==> config.mk <==
export PLATFORM = sky130hd
export DESIGN_NAME = fetch_unit
export DESIGN_NICKNAME = d
export VERILOG_FILES = /design/src/rtl/fetch_unit.sv
export SDC_FILE = /design/constraint.sdc
export NUM_CORES = 1
export LEC_CHECK = 0
export ABC_AREA = 1
export CAP_MARGIN = 0
export CORE_MARGIN = 3
export CORE_UTILIZATION = 43
export DETAILED_ROUTE_END_ITERATION = 12
export GPL_TIMING_DRIVEN = 0
export PLACE_DENSITY = 0.8
export SYNTH_ARGS = -nofsm -noshare
export SYNTH_HDL_FRONTEND = slang
export SYNTH_SLANG_ARGS = --single-unit
==> constraint.sdc <==
create_clock -name clk -period 1.6 [get_ports clk]
set_input_delay 0.16 -clock clk [delete_from_list [all_inputs] [get_ports clk]]
set_output_delay 0.16 -clock clk [all_outputs]
set_load 0.01 [all_outputs]
==> src/rtl/fetch_unit.sv <==
// Instruction-fetch stage: owns the PC, presents the current instruction
// with a valid qualifier, follows branch decisions from the control unit,
// and runs the start/halt/done handshake with a retired-instruction count.
module fetch_unit #(
   parameter int PC_W  = 10,
   parameter int CNT_W = 16
) (
   input  logic             clk,
   input  logic             reset,
   input  logic             start,
   input  logic [PC_W-1:0]  start_addr,
   input  logic             halt,
   input  logic             ctrl_branch,
   input  logic             take_branch,
   input  logic [PC_W-1:0]  branch_target,
   output logic [PC_W-1:0]  imem_addr,
   input  logic [8:0]       imem_data,
   output logic [8:0]       instruction,
   output logic             instr_valid,
   output logic [PC_W-1:0]  pc,
   output logic             done,
   output logic [CNT_W-1:0] instr_count,
   output logic             pc_wrapped
);

   typedef enum logic [1:0] {IDLE, RUN, HALTED} state_t;

   localparam logic [PC_W-1:0]  PC_ONE  = {{(PC_W-1){1'b0}}, 1'b1};
   localparam logic [CNT_W-1:0] CNT_ONE = {{(CNT_W-1){1'b0}}, 1'b1};

   state_t           r_state, w_state_nxt;
   logic [PC_W-1:0]  r_pc, w_pc_nxt;
   logic [CNT_W-1:0] r_cnt, w_cnt_nxt;
   logic             r_done, w_done_nxt;
   logic             r_wrap, w_wrap_nxt;
   logic             w_run;

   // Valid and instruction are decoded from state so reset kills them at once.
   assign w_run       = (r_state == RUN);
   assign instr_valid = w_run;
   assign instruction = w_run ? imem_data : 9'b0;
   assign imem_addr   = r_pc;
   assign pc          = r_pc;
   assign done        = r_done;
   assign instr_count = r_cnt;
   assign pc_wrapped  = r_wrap;

   // State and datapath registers.
   always_ff @(posedge clk or posedge reset) begin
      if (reset) begin
         r_state <= IDLE;
         r_pc    <= '0;
         r_cnt   <= '0;
         r_done  <= 1'b0;
         r_wrap  <= 1'b0;
      end else begin
         r_state <= w_state_nxt;
         r_pc    <= w_pc_nxt;
         r_cnt   <= w_cnt_nxt;
         r_done  <= w_done_nxt;
         r_wrap  <= w_wrap_nxt;
      end
   end

   // Next state and next PC; halt outranks branch, start only leaves IDLE/HALTED.
   always_comb begin
      w_state_nxt = r_state;
      w_pc_nxt    = r_pc;
      w_cnt_nxt   = r_cnt;
      w_done_nxt  = r_done;
      w_wrap_nxt  = r_wrap;
      case (r_state)
         IDLE, HALTED: begin
            if (start) begin
               w_state_nxt = RUN;
               w_pc_nxt    = start_addr;
               w_cnt_nxt   = '0;
               w_done_nxt  = 1'b0;
               w_wrap_nxt  = 1'b0;
            end
         end
         RUN: begin
            // Every RUN cycle retires one instruction, halt included.
            if (!(&r_cnt)) w_cnt_nxt = r_cnt + CNT_ONE;
            if (halt) begin
               w_state_nxt = HALTED;
               w_done_nxt  = 1'b1;
            end else if (ctrl_branch && take_branch) begin
               w_pc_nxt = branch_target;
            end else begin
               w_pc_nxt = r_pc + PC_ONE;
               if (&r_pc) w_wrap_nxt = 1'b1;
            end
         end
         default: w_state_nxt = IDLE;
      endcase
   end

endmodule

==> results of run 1 <==
## repair_timing
item | CTS | global route
endpoints found under the setup margin | 36 | 31
resized for setup | 47 | 23
pin swaps | 1 | 2
setup buffers | 3 | 2
gates cloned | 0 | 2
## power groups by stage
stage                     clock network, W  registers (W)  logic, W
after floorplan                          0        0.00114  0.000781
after global placement                   0        0.00111   0.00158
after detailed placement                 0        0.00112   0.00161
after CTS                         0.000654        0.00109   0.00167
after global routing              0.000678        0.00113   0.00190
final                             0.000647        0.00111   0.00173
## metrics by stage
step / instance area, um2 / hold WS, ns
after global routing: 3100 / 0.454
after floorplan: 2030 / 0.251
after CTS: 3030 / 0.448
final: 3100 / 0.443
after detailed placement: 2920 / 0.474
after global placement: 2920 / 0.476
## state kept, by name, indices dropped and copies added, names as in the netlist
register	flops
imem_addr	10
done	1
pc_wrapped	1
instr_count	16
r_state	2
## Yosys cell counts (3+ instances only)
master    count  area (um2)
dfrtp_1      30         751
inv_1        34         128
nand4_1       8        50.1
nor2_1       42         158
nand3_1      19        95.1
o21ai_0      21         105
xnor2_1       3        26.3
a21oi_1       3        15.0
clkbuf_1      5        18.8
o211ai_1      6        45.0
xor2_1        6        52.6
buf_4        11        82.6
nand2_1      84         315
## kinds of logic (layout without fill, tap and decap cells)
group / Yosys count / in the layout
xor+xnor: 9 / 9
buf+inv: 52 / 149
fa+ha+maj: 2 / 2
flops: 30 / 30
compound gates: 38 / 38
simple gates: 163 / 163
## metal layers
| metal | GRT usage [%] | vias to the layer above |
|---|---|---|
| met5 | 0 | - |
| met1 | 28.2 | 1064 |
| met4 | 6.52 | 0 |
| li1 | - | 1124 |
| met3 | 4.81 | 10 |
| met2 | 36.1 | 86 |
## tightest hold or removal path, stage by stage
cell and delay, ns:
clkdlybuf4s50_1 0.39, nand2_1 0.06, nand3_1 0.07
## area by class of cell
type | count | area share [%]
multi-input cells | 212 | 35.1
repair buffers | 89 | 26.6
flip-flops and latches | 30 | 24.5
plain buffers | 18 | 4.55
inverters | 34 | 4.11
clock buffers | 7 | 2.78
well taps | 52 | 2.10
clock inverters | 1 | 0.161
## layout by cell type (no fill, tap or decap), types with 2 or more instances in the layout
cell / instances
or2_2: 2
a21oi_1: 3
nand2_1: 83
o211ai_1: 6
nor2_1: 38
clkbuf_8: 7
o21bai_1: 2
buf_6: 3
buf_4: 18
o21ai_0: 20
xor2_1: 6
nand4_1: 8
inv_1: 32
buf_2: 9
nand3_1: 18
xnor2_1: 3
clkbuf_1: 4
clkdlybuf4s50_1: 72
inv_2: 2
nand3_4: 2
nor3_1: 2
nor2_2: 3
nor2_4: 3
dfrtp_2: 8
dfrtp_1: 22
## how the worst min path moves through the flow
stage | startpoint | to | depth (start not counted)
detailed placement | done$_DFFE_PP0P_ | done$_DFFE_PP0P_ | 2
floorplan | reset | done$_DFFE_PP0P_ | 1
finish | start_addr[7] | imem_addr[7]$_DFFE_PP0P_ | 3
CTS | start_addr[7] | imem_addr[7]$_DFFE_PP0P_ | 3
global placement | r_state[0]$_DFFE_PP0P_ | r_state[1]$_DFFE_PP0P_ | 1
global route | start_addr[0] | imem_addr[0]$_DFFE_PP0P_ | 3
==> metrics.yaml, run 1 <==
logic_synthesis:
  synth.cell_area_um2: 2030
  avgSynthCellArea_um2: 6.91
  syn-num-nets: 331
  synth_edf_count: 0
  synth_top_family_by_area: "simple AND/OR/NAND/NOR gates"
  yosysUniqueCellTypes: 28
  syn_inst: 294
  seq_area_frac_synth_pct: 37.0
  ys_seq_elements: 30
  synth-xor-area-share_pct: 3.88
  yosys.area_share.simple_pct: 34.3
  synth_ff_type: "dfrtp_1"
  synth_adder_area_share_pct: 1.23
  ys_async_sr_fraction_pct: 100
  synth_compound_area_share_pct: 11.2
  muxShareOfSynthArea_pct: 0
  yosysWarnings: 0
place:
  io_buffers: 82
  dpl.cell_count: 428
  preCtsSetupSlack_ns: -0.175
  gp_congestion: 0.893
  dpl.hpwl_um: 4350
finish:
  antenna_cells: 0
  fin_util_pct: 69.8
  fin_cells: 443
  multi_input_area_um2: 1090
  layout.nets: 427
  seq_area_um2: 761
  area_delta_synth_final_pct: 52.9
  fill_cells: 359
  drive_gt1_share_pct: 16.6
timing:
  fin_crit_sh_pct: 96.1
  tightest_slew_ns: 1.17
  finalHoldViolations: 0
  finalSetupViolations: 0
  fmax_ghz: 0.650
  maxSlewViolCount: 0
  finalSetupTns_ns: 0
  layout_setup_ws_ns: 0.0627
  slew-limit-headroom_pct: 21.9
  min_period_ns: 1.54
  finalClockSkew_ns: 0.00967
worst_setup_path:
  crit_chain: "nand2_1 > nor2_4 > nand3_4 > o21ai_4 > buf_4 > nand2_1 > o21ai_2"
  slowest_stage: "dfrtp_1"
  critical_path_peak_fanout: 6
  critPathMaxStageDelay_ns: 0.47
  rr_endpoint: "instr_count[4]$_DFFE_PP0P_"
  critical_path_class: "register to register"
  startpoint_type: "register"
  worstSetupStartpoint: "instr_count[9]$_DFFE_PP0P_"
  reg2regPathDepth: 7
  endpoint: "instr_count[4]$_DFFE_PP0P_"
  cp_common_cell: "nand2_1"
  cp.required_ns: 1.82
  reg2reg_slack_ns: 0.06
  worstSetupEndpointType: "register"
  critical-path-top-delay-family: "simple AND/OR/NAND/NOR gates"
  cp.depth: 7
  worstPathArrival_ns: 1.76
  regToRegStartpoint: "instr_count[9]$_DFFE_PP0P_"
  critPathBufInv: 1
drt:
  wire_per_inst_um: 13.8
  highest_layer: "met4"
  antenna_left: 0
  met1Wirelength_um: 2550
  drt_iter0_drc: 151
  totalWireLength_um: 6110
  vias: 2284
  route.detailed.drc: 0
  wl_met2_um: 3060
  viasPerCell: 5.16
  drtPass1Iterations: 5
  wl_met3_um: 401
run:
  cap_violations: 0
global_routing:
  grt_pass1_vias: 2019
  grt-ovfl-total: 0
  antenna_found_initial: 0
  grt_max_degree: 31
  grt_pass1_wl_um: 9410
  grt_use_total_pct: 21.7
floorplanning:
  initial_core_util_pct: 45.7
  die_area_um2: 5580
  die_y_um: 74.7
  ios: 83
  die_w_um: 74.7
  core_area_um2: 4440
  rows: 24
power_and_ir_drop:
  ir_worst_vdd_uv: 610
  p_total_w: 0.00349
  p_int_w: 0.00221
  p_per_area_nw_per_um2: 1120
  p_leak_nw: 1.41
  swShare_pct: 36.8
  comb_power_share_pct: 49.7
  p_seq_share_pct: 31.8
  clkPwrFrac_pct: 18.5
  power.net_switching_w: 0.00128
clock_tree:
  clk_pin_slew_ns: 0.07
  ctsLongestPathBuffers: 2
  cts_sinks: 30
  cts_tree: "done"
  clk-insertion-delay-late_ns: 0.29
  clockRootBuffer: "clkbuf_8"
  numCtsBuffers: 5
  htreeDepth: 2
  cts_hold_buf: 0
status:
  outcome: "finished, final reports clean"
hold_path:
  min_path_type: "input port to register"
(Power assumes the default switching activity.)
==> run 2, diff against run 1 <==
--- a/config.mk
+++ b/config.mk
@@ -7,6 +7,7 @@
 export LEC_CHECK = 0
 export ABC_AREA = 1
 export CAP_MARGIN = 0
+export CORE_ASPECT_RATIO = 1.2
 export CORE_MARGIN = 3
 export CORE_UTILIZATION = 43
 export DETAILED_ROUTE_END_ITERATION = 12
==> run 2 against run 1 <==
Compared with the run above:
- wire length is 2.7% lower
- maximum frequency is 0.64% higher
- core utilization is 0.69 points higher
- cell area is 0.20% lower
- largest power group unchanged
- first-iteration DRC count is 11% lower
- critical path depth is 6 lower
- cell count is 0.23% higher
- via count is 2.5% lower
- critical endpoint is now instr_count[2]
- non-clock buffer count is 3 lower
==> metrics.yaml, run 2 (same netlist as run 1, synthesis figures left out) <==
timing:
  finalClockSkew_ns: 0.00682  # -0.00285 ns
  maxSlewViolCount: 0  # unchanged
  tightest_slew_ns: 0.489  # -0.682 ns
  finalSetupViolations: 0  # unchanged
  min_period_ns: 1.53  # -0.00981 ns
  fmax_ghz: 0.655  # +0.64%
  fin_crit_sh_pct: 95.5  # -0.61 points
  layout_setup_ws_ns: 0.0725  # +0.00981 ns
  finalSetupTns_ns: 0  # unchanged
  slew-limit-headroom_pct: 67.4  # +46 points
  finalHoldViolations: 0  # unchanged
  rsz0062_at_grt: "no"
finish:
  final_cell_mix: "nand2_1, clkdlybuf4s50_1, nor2_1"
  fin_cells: 444  # +0.23%
  area_delta_synth_final_pct: 52.6
  drive_gt1_share_pct: 15.2  # -1.4 points
  fin_util_pct: 70.5  # +0.69 points
  layout.nets: 424  # -0.70%
  largest_register_ffs: 16  # unchanged
  antenna_cells: 0  # unchanged
  final_common_cell: "nand2_1"
run:
  cap_violations: 0  # unchanged
power_and_ir_drop:
  p_per_area_nw_per_um2: 1120  # -0.51%
  p_total_w: 0.00347  # -0.72%
  ir_worst_vdd_uv: 709  # +16%
  p_leak_nw: 1.41  # about the same
place:
  io_buffers: 82  # unchanged
  dpl.hpwl_um: 4310  # -0.94%
  preCtsSetupSlack_ns: -0.178  # -0.00324 ns
  gp_congestion: 0.905  # +1.3%
  dpl.cell_count: 432  # +0.93%
clock_tree:
  cts_tree: "done"
  htreeDepth: 2  # unchanged
  numCtsBuffers: 5  # unchanged
  clk-insertion-delay-late_ns: 0.29  # about the same
  clockRootBuffer: "clkbuf_8"
  cts_sinks: 30  # unchanged
  clk_pin_slew_ns: 0.07  # about the same
  cts_hold_buf: 0  # unchanged
  ctsLongestPathBuffers: 2  # unchanged
worst_setup_path:
  critical_path_peak_fanout: 7  # +1
  crit_chain: "clkdlybuf4s50_1"
  rr_endpoint: "instr_count[3]$_DFFE_PP0P_"
  critical-path-top-delay-family: "buffers and inverters"
  worstPathArrival_ns: 1.37  # -0.39 ns
  startpoint_type: "register"
  reg2reg_slack_ns: 0.12  # +0.06 ns
  slowest_stage: "clkdlybuf4s50_1"
  cp.required_ns: 1.44  # -0.38 ns
  regToRegStartpoint: "instr_count[0]$_DFFE_PP0P_"
  worstSetupEndpointType: "primary output"
  critPathMaxStageDelay_ns: 0.59  # +0.12 ns
  reg2regPathDepth: 8  # +1
  critPathBufInv: 1  # unchanged
  critical_path_class: "register to primary output"
global_routing:
  grt_use_total_pct: 22.4  # +0.71 points
  grt-ovfl-total: 0  # unchanged
  antenna_found_initial: 0  # unchanged
  grt_max_degree: 31  # unchanged
  grt_pass1_wl_um: 9490  # +0.81%
  grt_pass1_vias: 2136  # +5.8%
floorplanning:
  core_area_um2: 4390  # -1.2%
  die_w_um: 68.7  # -8.0%
  ios: 83  # unchanged
  rows: 26  # +8.3%
  die_area_um2: 5590  # about the same
  die_y_um: 81.3  # +8.8%
  initial_core_util_pct: 46.2  # +0.55 points
drt:
  route.detailed.drc: 0  # unchanged
  viasPerCell: 5.02  # -2.7%
  drt_iter0_drc: 135  # -11%
  totalWireLength_um: 5950  # -2.7%
  drtPass1Iterations: 5  # unchanged
  wire_per_inst_um: 13.4  # -2.9%
  vias: 2227  # -2.5%
  antenna_left: 0  # unchanged
status:
  outcome: "finished, final reports clean"
hold_path:
  min_path_type: "input port to asynchronous set/reset pin"
[run 2: cell count changes in the layout (fill, tap and decap cells not counted), sizes merged]
| cell | before | now |
|---|---|---|
| clkbuf | 11 | 12 |
| buf | 30 | 26 |
[run 2: metrics by stage]
stage	cell area (um2)	hold slack [ns]
5_1_grt	3100	0.183
2_1_floorplan	2030	0.251
3_3_place_gp	2920	0.457
6_report	3100	0.143
3_5_place_dp	2920	0.470
4_1_cts	3060	0.452
[run 2: layout make-up]
class,instances,area (um2)
Sequential cell,30,758
Multi-Input combinational cell,212,1080
Buffer,18,148
Inverter,34,128
Fill cell,400,1290
Tap cell,56,70.1
Timing Repair Buffer,86,825
Clock buffer,7,86.3
Clock inverter,1,5.00
[run 2: layer usage]
metal	share of wire, %	track usage (%)	vias to the layer above
met5	0	0	-
met4	2.0	8.97	0
met3	7.1	7.19	12
met2	52	38.7	71
met1	39	25.0	1030
li1	-	-	1114
[run 2: worst max-delay path by stage]
stage	startpoint	to	slack [ns]	cells past startpoint
global route	r_state[1]$_DFFE_PP0P_	instr_valid	0.002	5
global placement	r_state[1]$_DFFE_PP0P_	instr_valid	-0.15	5
floorplan	instr_count[0]$_DFFE_PP0P_	instr_count[11]$_DFFE_PP0P_	0.06	7
detailed placement	r_state[1]$_DFFE_PP0P_	instr_valid	-0.18	5
CTS	r_state[1]$_DFFE_PP0P_	instruction[5]	0.008	6
finish	instr_count[2]$_DFFE_PP0P_	instr_count[2]	0.07	1
[run 2: repair_timing]
| item | 4_1_cts | 5_1_grt |
|---|---|---|
| setup buffers | 3 | 0 |
| endpoints found under the setup margin | 32 | 31 |
| gates resized for setup | 44 | 19 |
| pin swaps | 1 | 0 |
[run 2: power by group]
group	switching [W]	total, W	internal (W)
Sequential	0.000202	0.00112	0.000918
Clock	0.000297	0.000644	0.000347
Combinational	0.000777	0.00170	0.000925
Total	0.00128	0.00347	0.00219
[run 2: worst register-to-register path, cell delays in order, from the launching register on]
cell,delay (ns)
dfrtp_2,0.39
ha_4,0.17
nand3_4,0.10
nor2_4,0.16
nand3_2,0.12
o21ai_4,0.18
buf_6,0.17
nand2_1,0.07
nand2_1,0.08
